### src/rtl/trng_pkg.sv
// Shared constants and types for the TRNG raw-bit collector.
// Pure declarations; no logic, no latency.
package trng_pkg;
    localparam int RAW_SYNC_DEFAULT   = 2;
    localparam int RCT_CUTOFF_DEFAULT = 16;
    localparam int FIFO_DEPTH_DEFAULT = 4;
    localparam int BYTE_W             = 8;

    typedef enum logic [1:0] {
        VN_00 = 2'b00,
        VN_01 = 2'b01,
        VN_10 = 2'b10,
        VN_11 = 2'b11
    } vn_pair_t;
endpackage

### src/rtl/trng_vn_collector_if.sv
// Byte readout port: collector drives valid/data/level, consumer drives ready.
// Pop happens on valid & ready; data holds while valid & ~ready.
interface trng_vn_collector_if #(
    parameter int FIFO_DEPTH = trng_pkg::FIFO_DEPTH_DEFAULT
);
    localparam int LVL_W = $clog2(FIFO_DEPTH) + 1;

    logic                       rd_valid;
    logic                       rd_ready;
    logic [trng_pkg::BYTE_W-1:0] rd_data;
    logic [LVL_W-1:0]           fifo_level;

    modport master (output rd_valid, output rd_data, output fifo_level, input rd_ready);
    modport slave  (input rd_valid, input rd_data, input fifo_level, output rd_ready);
endinterface

### src/rtl/trng_byte_fifo.sv
// Small byte FIFO, push visible at head one cycle later (no fall-through).
// Push on full is refused unless a pop happens in the same cycle.
module trng_byte_fifo #(
    parameter int DEPTH = 4,
    parameter int WIDTH = 8
) (
    input  logic                     clk,
    input  logic                     rst_n,
    input  logic                     push_i,
    input  logic [WIDTH-1:0]         push_dat_i,
    input  logic                     pop_i,
    output logic                     full_o,
    output logic                     empty_o,
    output logic [$clog2(DEPTH):0]   level_o,
    output logic [WIDTH-1:0]         head_o
);
    localparam int AW = $clog2(DEPTH);

    logic [WIDTH-1:0] mem_q [DEPTH];
    logic [AW:0]      wr_ptr_q;
    logic [AW:0]      rd_ptr_q;
    logic             push_ok;
    logic             pop_ok;

    assign level_o = wr_ptr_q - rd_ptr_q;
    assign full_o  = (level_o == (AW+1)'(DEPTH));
    assign empty_o = (level_o == '0);
    assign pop_ok  = pop_i & ~empty_o;
    assign push_ok = push_i & (~full_o | pop_i);
    // Empty FIFO presents zero so stale entries never leak out.
    assign head_o  = empty_o ? '0 : mem_q[rd_ptr_q[AW-1:0]];

    always_ff @(posedge clk or negedge rst_n) begin
        if (!rst_n) begin
            wr_ptr_q <= '0;
            rd_ptr_q <= '0;
        end else begin
            if (push_ok) begin
                mem_q[wr_ptr_q[AW-1:0]] <= push_dat_i;
                wr_ptr_q                <= wr_ptr_q + 1'b1;
            end
            if (pop_ok) begin
                rd_ptr_q <= rd_ptr_q + 1'b1;
            end
        end
    end
endmodule

### src/rtl/trng_vn_collector.sv
// RO raw bit -> synchroniser -> von Neumann debias -> byte packer -> FIFO, with RCT health gate.
// Last debiased bit reaches rd_valid in 2 cycles; bytes arriving at a full FIFO are dropped and flagged.
module trng_vn_collector
    import trng_pkg::*;
#(
    parameter int SYNC_STAGES = RAW_SYNC_DEFAULT,
    parameter int FIFO_DEPTH  = FIFO_DEPTH_DEFAULT,
    parameter int RCT_CUTOFF  = RCT_CUTOFF_DEFAULT
) (
    input  logic                        clk,
    input  logic                        rst_n,
    input  logic                        raw_bit_i,
    input  logic                        sample_en_i,
    input  logic                        bypass_vn_i,
    input  logic                        alarm_clr_i,
    trng_vn_collector_if.master         rd,
    output logic                        overflow_o,
    output logic                        health_alarm_o
);
    localparam int CNT_W = $clog2(BYTE_W);

    logic [SYNC_STAGES-1:0] sync_q;
    logic                   s;
    logic                   sample;

    logic             alarm_q, alarm_d;
    logic             ovf_q, ovf_d;
    logic [7:0]       rct_cnt_q, rct_cnt_d, rct_nxt;
    logic             prev_q, prev_d;
    logic             phase_q, phase_d, phase_eff;
    logic             a_q, a_d;
    logic             bypass_q;
    logic [BYTE_W-1:0] pack_q, pack_d;
    logic [CNT_W-1:0] cnt_q, cnt_d;
    logic             byte_vld_q, byte_vld_d;
    logic [BYTE_W-1:0] byte_q, byte_d;
    logic             emit, ebit, cutoff;

    logic             fifo_full, fifo_empty, pop;
    logic [BYTE_W-1:0] fifo_head;
    logic [$clog2(FIFO_DEPTH):0] fifo_level;

    assign s      = sync_q[SYNC_STAGES-1];
    assign sample = sample_en_i & ~alarm_q;
    assign pop    = ~fifo_empty & rd.rd_ready;

    always_comb begin
        alarm_d    = alarm_q;
        ovf_d      = ovf_q;
        rct_cnt_d  = rct_cnt_q;
        prev_d     = prev_q;
        a_d        = a_q;
        pack_d     = pack_q;
        cnt_d      = cnt_q;
        byte_vld_d = 1'b0;
        byte_d     = byte_q;
        emit       = 1'b0;
        ebit       = 1'b0;
        cutoff     = 1'b0;
        // A change of bypass mode restarts pairing so a stale half-pair is never compared.
        phase_eff  = (bypass_vn_i != bypass_q) ? 1'b0 : phase_q;
        phase_d    = phase_eff;
        rct_nxt    = (s == prev_q) ? ((rct_cnt_q == 8'hFF) ? 8'hFF : rct_cnt_q + 8'd1) : 8'd1;

        if (sample) begin
            prev_d    = s;
            rct_cnt_d = rct_nxt;
            cutoff    = (rct_nxt == 8'(RCT_CUTOFF));
            if (bypass_vn_i) begin
                emit    = 1'b1;
                ebit    = s;
                phase_d = 1'b0;
            end else if (!phase_eff) begin
                a_d     = s;
                phase_d = 1'b1;
            end else begin
                phase_d = 1'b0;
                case (vn_pair_t'({a_q, s}))
                    VN_01:   begin emit = 1'b1; ebit = 1'b0; end
                    VN_10:   begin emit = 1'b1; ebit = 1'b1; end
                    default: ;
                endcase
            end
        end

        if (cutoff) begin
            alarm_d = 1'b1;
            phase_d = 1'b0;
            cnt_d   = '0;
        end else if (emit) begin
            pack_d = {ebit, pack_q[BYTE_W-1:1]};
            cnt_d  = cnt_q + 1'b1;
            if (cnt_q == CNT_W'(BYTE_W - 1)) begin
                byte_vld_d = 1'b1;
                byte_d     = pack_d;
            end
        end

        if (byte_vld_q && fifo_full && !pop) begin
            ovf_d = 1'b1;
        end

        if (alarm_clr_i) begin
            alarm_d   = 1'b0;
            ovf_d     = 1'b0;
            rct_cnt_d = '0;
            prev_d    = 1'b0;
        end
    end

    always_ff @(posedge clk or negedge rst_n) begin
        if (!rst_n) begin
            sync_q     <= '0;
            alarm_q    <= 1'b0;
            ovf_q      <= 1'b0;
            rct_cnt_q  <= '0;
            prev_q     <= 1'b0;
            phase_q    <= 1'b0;
            a_q        <= 1'b0;
            bypass_q   <= 1'b0;
            pack_q     <= '0;
            cnt_q      <= '0;
            byte_vld_q <= 1'b0;
            byte_q     <= '0;
        end else begin
            sync_q     <= {sync_q[SYNC_STAGES-2:0], raw_bit_i};
            alarm_q    <= alarm_d;
            ovf_q      <= ovf_d;
            rct_cnt_q  <= rct_cnt_d;
            prev_q     <= prev_d;
            phase_q    <= phase_d;
            a_q        <= a_d;
            bypass_q   <= bypass_vn_i;
            pack_q     <= pack_d;
            cnt_q      <= cnt_d;
            byte_vld_q <= byte_vld_d;
            byte_q     <= byte_d;
        end
    end

    trng_byte_fifo #(
        .DEPTH (FIFO_DEPTH),
        .WIDTH (BYTE_W)
    ) u_fifo (
        .clk        (clk),
        .rst_n      (rst_n),
        .push_i     (byte_vld_q),
        .push_dat_i (byte_q),
        .pop_i      (pop),
        .full_o     (fifo_full),
        .empty_o    (fifo_empty),
        .level_o    (fifo_level),
        .head_o     (fifo_head)
    );

    assign rd.rd_valid    = ~fifo_empty;
    assign rd.rd_data     = fifo_head;
    assign rd.fifo_level  = fifo_level;
    assign overflow_o     = ovf_q;
    assign health_alarm_o = alarm_q;
endmodule
### src/flat_wrapper.sv
// flat-port wrapper written by rule: the top's interface ports become plain ports
module trng_vn_collector_flat import trng_pkg::*;
#(
    parameter int SYNC_STAGES = RAW_SYNC_DEFAULT,
    parameter int FIFO_DEPTH  = FIFO_DEPTH_DEFAULT,
    parameter int RCT_CUTOFF  = RCT_CUTOFF_DEFAULT
)
  (clk, rst_n, raw_bit_i, sample_en_i, bypass_vn_i, alarm_clr_i, overflow_o, health_alarm_o, rd_rd_valid, rd_rd_data, rd_fifo_level, rd_rd_ready);
  trng_vn_collector_if #(.FIFO_DEPTH(FIFO_DEPTH)) rd_i ();
  input  logic clk;
  input  logic rst_n;
  input  logic raw_bit_i;
  input  logic sample_en_i;
  input  logic bypass_vn_i;
  input  logic alarm_clr_i;
  output logic overflow_o;
  output logic health_alarm_o;
  output wire logic [$bits(rd_i.rd_valid)-1:0] rd_rd_valid;
  output wire logic [$bits(rd_i.rd_data)-1:0] rd_rd_data;
  output wire logic [$bits(rd_i.fifo_level)-1:0] rd_fifo_level;
  input wire logic [$bits(rd_i.rd_ready)-1:0] rd_rd_ready;
  assign rd_rd_valid = rd_i.rd_valid;
  assign rd_rd_data = rd_i.rd_data;
  assign rd_fifo_level = rd_i.fifo_level;
  assign rd_i.rd_ready = rd_rd_ready;
  trng_vn_collector #(.SYNC_STAGES(SYNC_STAGES), .FIFO_DEPTH(FIFO_DEPTH), .RCT_CUTOFF(RCT_CUTOFF)) u_core (.clk(clk), .rst_n(rst_n), .raw_bit_i(raw_bit_i), .sample_en_i(sample_en_i), .bypass_vn_i(bypass_vn_i), .alarm_clr_i(alarm_clr_i), .rd(rd_i), .overflow_o(overflow_o), .health_alarm_o(health_alarm_o));
endmodule
### config.mk
export PLATFORM = sky130hd
export DESIGN_NAME = trng_vn_collector_flat
export DESIGN_NICKNAME = d
export VERILOG_FILES = /design/src/rtl/trng_pkg.sv /design/src/rtl/trng_vn_collector_if.sv /design/src/rtl/trng_byte_fifo.sv /design/src/rtl/trng_vn_collector.sv /design/src/flat_wrapper.sv
export SDC_FILE = /design/constraint.sdc
export NUM_CORES = 1
export LEC_CHECK = 0
export CAP_MARGIN = 20
export CORE_MARGIN = 5
export CORE_UTILIZATION = 60
export DETAILED_ROUTE_END_ITERATION = 6
export DONT_BUFFER_PORTS = 1
export PLACE_DENSITY = 0.76
export RECOVER_POWER = 100
export SYNTH_ARGS = -nofsm -noshare
export SYNTH_HDL_FRONTEND = slang
export SYNTH_SLANG_ARGS = --single-unit
### constraint.sdc
create_clock -name clk -period 3.24 [get_ports clk]
set_clock_uncertainty 0.15 [all_clocks]
set_input_delay 0.486 -clock clk [delete_from_list [all_inputs] [get_ports clk]]
set_output_delay 0.486 -clock clk [all_outputs]
set_load 0.01 [all_outputs]
Word-level counts from Yosys, hierarchy flattened

Memories as Yosys holds them, arrays and structs flattened.
Cells that the tools add are included.

Eq/ne operators: 8
Reductions and logical operators: 13
Bitwise gates (word level): 11
Muxes and demuxes: 32
Add/sub/neg operators: 5

Operator list:

| cell                  | count |
|---|---|
| $mux W8               | 5 |
| $mux W1               | 25 |
| $add A3 B1 Y3 const B | 3 |
| $add A8 B1 Y8 const B | 1 |
| $eq A8 B5 Y1 const B  | 1 |
| $eq A8 B8 Y1 const B  | 1 |
| $reduce_bool A2 Y1    | 4 |
| $eq A3 B3 Y1 const B  | 2 |
| $mux W3               | 2 |
| $not A1 Y1            | 6 |
| $reduce_and A3 Y1     | 2 |
| $and A1 B1 Y1         | 4 |
| $logic_and A1 B1 Y1   | 3 |
| $logic_not A3 Y1      | 1 |
| $sub A3 B3 Y3         | 1 |
| $eq A2 B1 Y1 const B  | 1 |
| $eq A2 B2 Y1 const B  | 1 |
| $reduce_and A2 Y1     | 1 |
| $reduce_or A2 Y1      | 1 |
| $eq A1 B1 Y1          | 1 |
| $logic_not A1 Y1      | 1 |
| $ne A1 B1 Y1          | 1 |
| $or A1 B1 Y1          | 1 |

Output and inout bits: 14
Memories: 1
Input port bits: 7
Logic and storage cells: 84
Register bits: 42
Bits in writable memories: 32

Memory list:

| memory              | depth | bits a word | rd ports | clocked after Yosys merged registers in | wr ports | RTL line             | source |
|---|---|---|---|---|---|---|---|
| u_core.u_fifo.mem_q | 4     | 8           | 1        | 0                                       | 1        | trng_byte_fifo.sv:19 | `logic [WIDTH-1:0] mem_q [DEPTH];` |

Logic depth before layout (Yosys ltp)

Depth in word-level cells: 9
Depth in mapped cells: 9
Depth with buffers taken out: 8

Hierarchy

Synthesis repeated with hierarchy kept, for this count alone.

Cell total of the unflattened synthesis: 251
Area, all modules: 3418.3 um2

By module, submodules not included:

| module            | area an instance (um2) | cells an instance | times used | sequential area each (um2) |
|---|---|---|---|---|
| trng_vn_collector | 1716.6                 | 150               | 1          | 875.8 |
| trng_byte_fifo    | 1701.6                 | 101               | 1          | 1111.1 |

Least setup slack after synthesis

OpenSTA, ideal clock, no wires.

Path kind: reg2reg
From: reg u_core.u_fifo.wr_ptr_q[0]
To: mem u_core.u_fifo.mem_q[0][0], enable pin
Data arrival time: 1.957 ns
Path slack: 0.802 ns
Data required time: 2.758 ns
Period minus slack after synthesis: 2.438 ns
Buffers on the path: 1
Cell stages (with the launch flop): 9
Path through: dfrtp_1 -> inv_1 -> ha_1 -> fa_1 -> xnor3_1 -> nor4_1 -> nor2b_1 -> clkbuf_1 -> and3_1

Longest elaborated chain between the ends: 9

Ends and longest elaborated chain:

| what                                      | RTL line                | source |
|---|---|---|
| start: declaration                        | trng_byte_fifo.sv:20    | `logic [AW:0] wr_ptr_q;` |
| start signal: assignment                  | trng_byte_fifo.sv:40    | `wr_ptr_q <= wr_ptr_q + 1'b1;` |
| $sub A3 B3 Y3                             | trng_byte_fifo.sv:25    | `assign level_o = wr_ptr_q - rd_ptr_q;` |
| $logic_not A3 Y1                          | trng_byte_fifo.sv:27    | `assign empty_o = (level_o == '0);` |
| $not A1 Y1                                | trng_vn_collector.sv:45 | `assign pop = ~fifo_empty & rd.rd_ready;` |
| $and A1 B1 Y1                             | trng_vn_collector.sv:45 |  |
| $or A1 B1 Y1                              | trng_byte_fifo.sv:29    | `assign push_ok = push_i & (~full_o \| pop_i);` |
| $and A1 B1 Y1                             | trng_byte_fifo.sv:29    |  |
| $mux W1                                   | trng_byte_fifo.sv:38    | `if (push_ok) begin` |
| $logic_and A1 B1 Y1 (implied by the code) | trng_byte_fifo.sv:39    | `mem_q[wr_ptr_q[AW-1:0]] <= push_dat_i;` |
| $mux W1 (implied by the code)             | trng_byte_fifo.sv:39    |  |
| end: declaration                          | trng_byte_fifo.sv:19    |  |

Parallel ways exist; a longest one is shown, timed or not.

Worst setup path after layout

From: reg u_core.u_fifo.wr_ptr_q[0]
To: out rd_rd_data[1]

Longest elaborated chain between the ends: 3

Ends and longest elaborated chain:

| what             | RTL line             | source |
|---|---|---|
| $sub A3 B3 Y3    | trng_byte_fifo.sv:25 |  |
| $logic_not A3 Y1 | trng_byte_fifo.sv:27 |  |
| $mux W8          | trng_byte_fifo.sv:31 | `assign head_o = empty_o ? '0 : mem_q[rd_ptr_q[AW-1:0]];` |
| end: declaration | flat_wrapper.sv:19   | `output wire logic [$bits(rd_i.rd_data)-1:0] rd_rd_data;` |

Every way passes these cells.

==> results.json <==
{
  "r2r_end": "u_core.byte_q[7]$_DFFE_PN0P_",
  "dr.pass1.iters": 4,
  "slowest_delay_ns": 0.38,
  "clkSinkCount": 73,
  "crit_required_ns": 2.60,
  "path_cells": "inv_1, ha_1, fa_1, xnor3_1, nand3_1, and2_0",
  "ff2ff_setup_slack_ns": 0.43,
  "grt_pass1_vias": 1795,
  "arrival_ns": 2.37,
  "rows": 26,
  "clk_latency_ns": 0.34,
  "p_sw_mw": 0.901,
  "yosys_warnings": 0,
  "max_slew.worst_pin.slew_ns": 1.80,
  "hold_start": "alarm_clr_i",
  "power_density_nw_per_um2": 826,
  "reg2reg_depth": 7,
  "critPathKind": "reg2out",
  "comb_power_share_pct": 25.5,
  "grt_max_degree": 42,
  "failed_checks": "max-capacitance violations, max-slew violations",
  "cts_tree": "done",
  "hold_viol_final": 0,
  "die_x_um": 83.8,
  "finalCritPeriodShare_pct": 92.7,
  "io-pin-count": 21,
  "ys_ff_latch": 73,
  "vdd_drop_max_mv": 0.401,
  "whs_path_depth": 1,
  "min_to": "u_core.prev_q$_DFFE_PN0P_",
  "grt_usage_pct": 17.4,
  "power.leakage_nw": 1.48,
  "io_buffers": 0,
  "drive_gt1_share_pct": 13.9,
  "antenna_found_initial": 0,
  "finalCriticalPeriod_ns": 3.00,
  "syn_avg_cell_area_um2": 14.0,
  "insertedDiodeCount": 0,
  "hold_buffers": 2,
  "sequentialPowerShare_pct": 43.3,
  "end_kind": "primary output",
  "r2r_start": "u_core.rct_cnt_q[0]$_DFFE_PN0P_",
  "clock.fmax_mhz": 333,
  "globalplace.congestion": 0.831,
  "cp-start-kind": "flop",
  "postRouteAntennaNets": 0,
  "clk_pin_slew_ns": 0.08,
  "netlist_area_um2": 3270,
  "dp.final_hpwl_um": 3750,
  "cts_made_buffers": 9,
  "cts_root_buf": "clkbuf_8",
  "synth_cell_types": 45,
  "syn_nets": 251,
  "area_growth_pct": 10.2,
  "clkPwrFrac_pct": 31.2,
  "netlist_instances": 233,
  "cts.repair.resized": 0,
  "p_sw_share_pct": 30.2,
  "cts_setup_buffers": 0,
  "slew_viol_final": 42,
  "slew_headroom_pct": -20.0,
  "initial_core_util_pct": 62.9,
  "setup_viol": 0,
  "cp_max_fo": 11,
  "die-area_um2": 7030,
  "worstHoldPathType": "in2reg",
  "cp_slowest_cell": "dfrtp_1",
  "fin_tns_setup_ns": 0,
  "core_um2": 5200,
  "avgViaCountPerCell": 5.70,
  "wire_per_inst_um": 17.3,
  "final_cells": 315,
  "seq_area_frac_synth_pct": 60.7,
  "rsz0062_at_grt": "false",
  "nNetsFinal": 258,
  "internal_power_mw": 2.08,
  "num-fill-cells": 341,
  "die_y_um": 83.8,
  "vias": 1796,
  "gr-total-overflow": 0,
  "drv_cap": 1,
  "grt_first_pass_wirelength_um": 9430,
  "wl_um": 5460,
  "clock_path_buffers": 2,
  "htreeDepth": 3,
  "status": "finished with violations",
  "drt_iter0_drc": 96,
  "drc": 0,
  "dp.cells": 295
}
## cells by family after synthesis
family | share of synthesized area [%]
flip-flops | 60.7
AND/OR/NAND/NOR | 10.1
AO/OA/AOI/OAI | 6.77
multiplexers | 12.5
buffers and inverters | 2.33
adder cells (fa/ha/maj) | 4.44
XOR/XNOR | 3.06
## Yosys cell counts (all sizes together)
| library cell | number | area, µm² |
|---|---|---|
| o211ai | 2 | 15.0 |
| and3b | 1 | 8.76 |
| a21oi | 13 | 65.1 |
| nand2b | 1 | 6.26 |
| and2 | 10 | 62.6 |
| or2 | 1 | 6.26 |
| nor2b | 5 | 31.3 |
| nand4b | 1 | 8.76 |
| nor2 | 12 | 45.0 |
| fa | 1 | 20.0 |
| mux2i | 2 | 20.0 |
| dfrtp | 41 | 1030 |
| a41oi | 1 | 8.76 |
| ha | 10 | 125 |
| nor3 | 6 | 30.0 |
| and3 | 5 | 31.3 |
| xor2 | 1 | 8.76 |
| o31ai | 1 | 7.51 |
| and4 | 1 | 8.76 |
| mux2 | 16 | 210 |
| a211oi | 3 | 22.5 |
| o21ai | 8 | 40.0 |
| a2111oi | 1 | 27.5 |
| mux4 | 8 | 180 |
| a22oi | 1 | 7.51 |
| xnor3 | 1 | 22.5 |
| nand3 | 5 | 25.0 |
| nand2 | 11 | 41.3 |
| clkbuf | 7 | 26.3 |
| edfxtp | 32 | 961 |
| buf | 4 | 27.5 |
| a31oi | 2 | 12.5 |
| inv | 6 | 22.5 |
| xnor2 | 7 | 68.8 |
| nand4 | 2 | 12.5 |
| nor3b | 1 | 7.51 |
| a21o | 2 | 15.0 |
| nor4 | 1 | 6.26 |
## metal layers
layer	vias to the layer above	track usage (%)	wire length (µm)	share of wire, %
met1	875	23.9	2510	46
li1	866	-	-	-
met4	0	6.29	133	2.4
met2	40	26.0	2570	47
met3	15	6.02	254	4.6
met5	-	0	0	0
## final cells by class
type                            count  area (µm²)  area share [%]
Clock buffer                        9         124            3.43
Clock inverter                      7         143            3.95
Inverter                            6        22.5           0.624
Multi-Input combinational cell    143        1180            32.8
Sequential cell                    73        1990            55.1
Tap cell                           70        87.6            2.43
Timing Repair Buffer                7        61.3            1.70
## worst max path at each step
| stage | startpoint | to | slack [ns] | depth (start not counted) |
|---|---|---|---|---|
| finish | u_core.u_fifo.wr_ptr_q[0]$_DFFE_PN0P_ | rd_rd_data[1] | 0.24 | 6 |
| global route | u_core.u_fifo.wr_ptr_q[0]$_DFFE_PN0P_ | rd_rd_data[1] | 0.05 | 6 |
| global placement | u_core.u_fifo.wr_ptr_q[0]$_DFFE_PN0P_ | u_core.u_fifo.mem_q[0][1]$_DFFE_PP_ | 0.60 | 7 |
| detailed placement | u_core.u_fifo.wr_ptr_q[0]$_DFFE_PN0P_ | u_core.u_fifo.mem_q[1][2]$_DFFE_PP_ | 0.48 | 7 |
| CTS | u_core.u_fifo.wr_ptr_q[0]$_DFFE_PN0P_ | rd_rd_data[1] | 0.23 | 6 |
| floorplan | u_core.u_fifo.wr_ptr_q[0]$_DFFE_PN0P_ | u_core.u_fifo.mem_q[0][0]$_DFFE_PP_ | 0.80 | 8 |
## flip-flops by register name (all words and copies together), names as in the netlist
register	cells
u_core.phase_q	1
u_core.byte_q	8
u_core.a_q	1
u_core.sync_q	2
u_core.byte_vld_q	1
u_core.cnt_q	3
u_core.u_fifo.mem_q	32
u_core.overflow_o	1
u_core.bypass_q	1
u_core.u_fifo.rd_ptr_q	3
u_core.u_fifo.wr_ptr_q	3
u_core.health_alarm_o	1
u_core.prev_q	1
u_core.pack_q	7
u_core.rct_cnt_q	8
## stage by stage
stage | worst slack, ns | power [mW] | hold WS (ns) | util [%] | cell area [µm²]
after floorplan | 0.802 | 1.93 | 0.0404 | - | 3270
after global placement | 0.603 | 2.06 | 0.0416 | 64.0 | 3330
after detailed placement | 0.484 | 2.10 | 0.0415 | 64.0 | 3330
after CTS | 0.230 | 3.05 | 0.00527 | 69.7 | 3630
after global routing | 0.0487 | 3.16 | 0.0182 | 69.3 | 3610
final | 0.236 | 2.98 | 0.0461 | 69.3 | 3610
## power groups by stage
stage / sequential, mW / clock, mW / combinational (mW)
after floorplan: 1.25 / 0 / 0.683
after global placement: 1.30 / 0 / 0.756
after detailed placement: 1.31 / 0 / 0.786
after CTS: 1.30 / 0.940 / 0.811
after global routing: 1.32 / 0.988 / 0.855
final: 1.29 / 0.929 / 0.761
## worst max-delay path: cells and delay by family, from the launching register on
kind	cells	cell delay, ns
adder cells (fa/ha/maj)	2	0.60
AND/OR/NAND/NOR	2	0.66
buffers and inverters	1	0.11
flip-flops	1	0.38
XOR/XNOR	1	0.26
## layout by cell type (no fill, tap or decap), types with 2 or more instances in the layout
master | Yosys | final
mux2_2 | 4 | 4
nand4_1 | 2 | 2
mux2_1 | 4 | 11
nand3_1 | 5 | 5
dfrtp_1 | 41 | 41
a21o_1 | 2 | 2
a21oi_1 | 13 | 13
and2_1 | 10 | 2
ha_1 | 10 | 10
o211ai_1 | 2 | 2
bufinv_16 | 0 | 4
nor2b_1 | 5 | 5
and3_1 | 5 | 5
nor3_1 | 6 | 6
dlygate4sd3_1 | 0 | 3
edfxtp_1 | 32 | 32
buf_4 | 1 | 2
nand2_1 | 11 | 11
inv_1 | 6 | 6
nor2_1 | 12 | 12
clkinv_4 | 0 | 2
xnor2_1 | 6 | 6
clkbuf_8 | 0 | 9
a211oi_1 | 3 | 3
mux4_2 | 8 | 8
a31oi_1 | 2 | 2
and2_0 | 0 | 8
mux2i_1 | 2 | 2
o21ai_0 | 7 | 7
No activity file was read; power rests on OpenSTA's default activity.
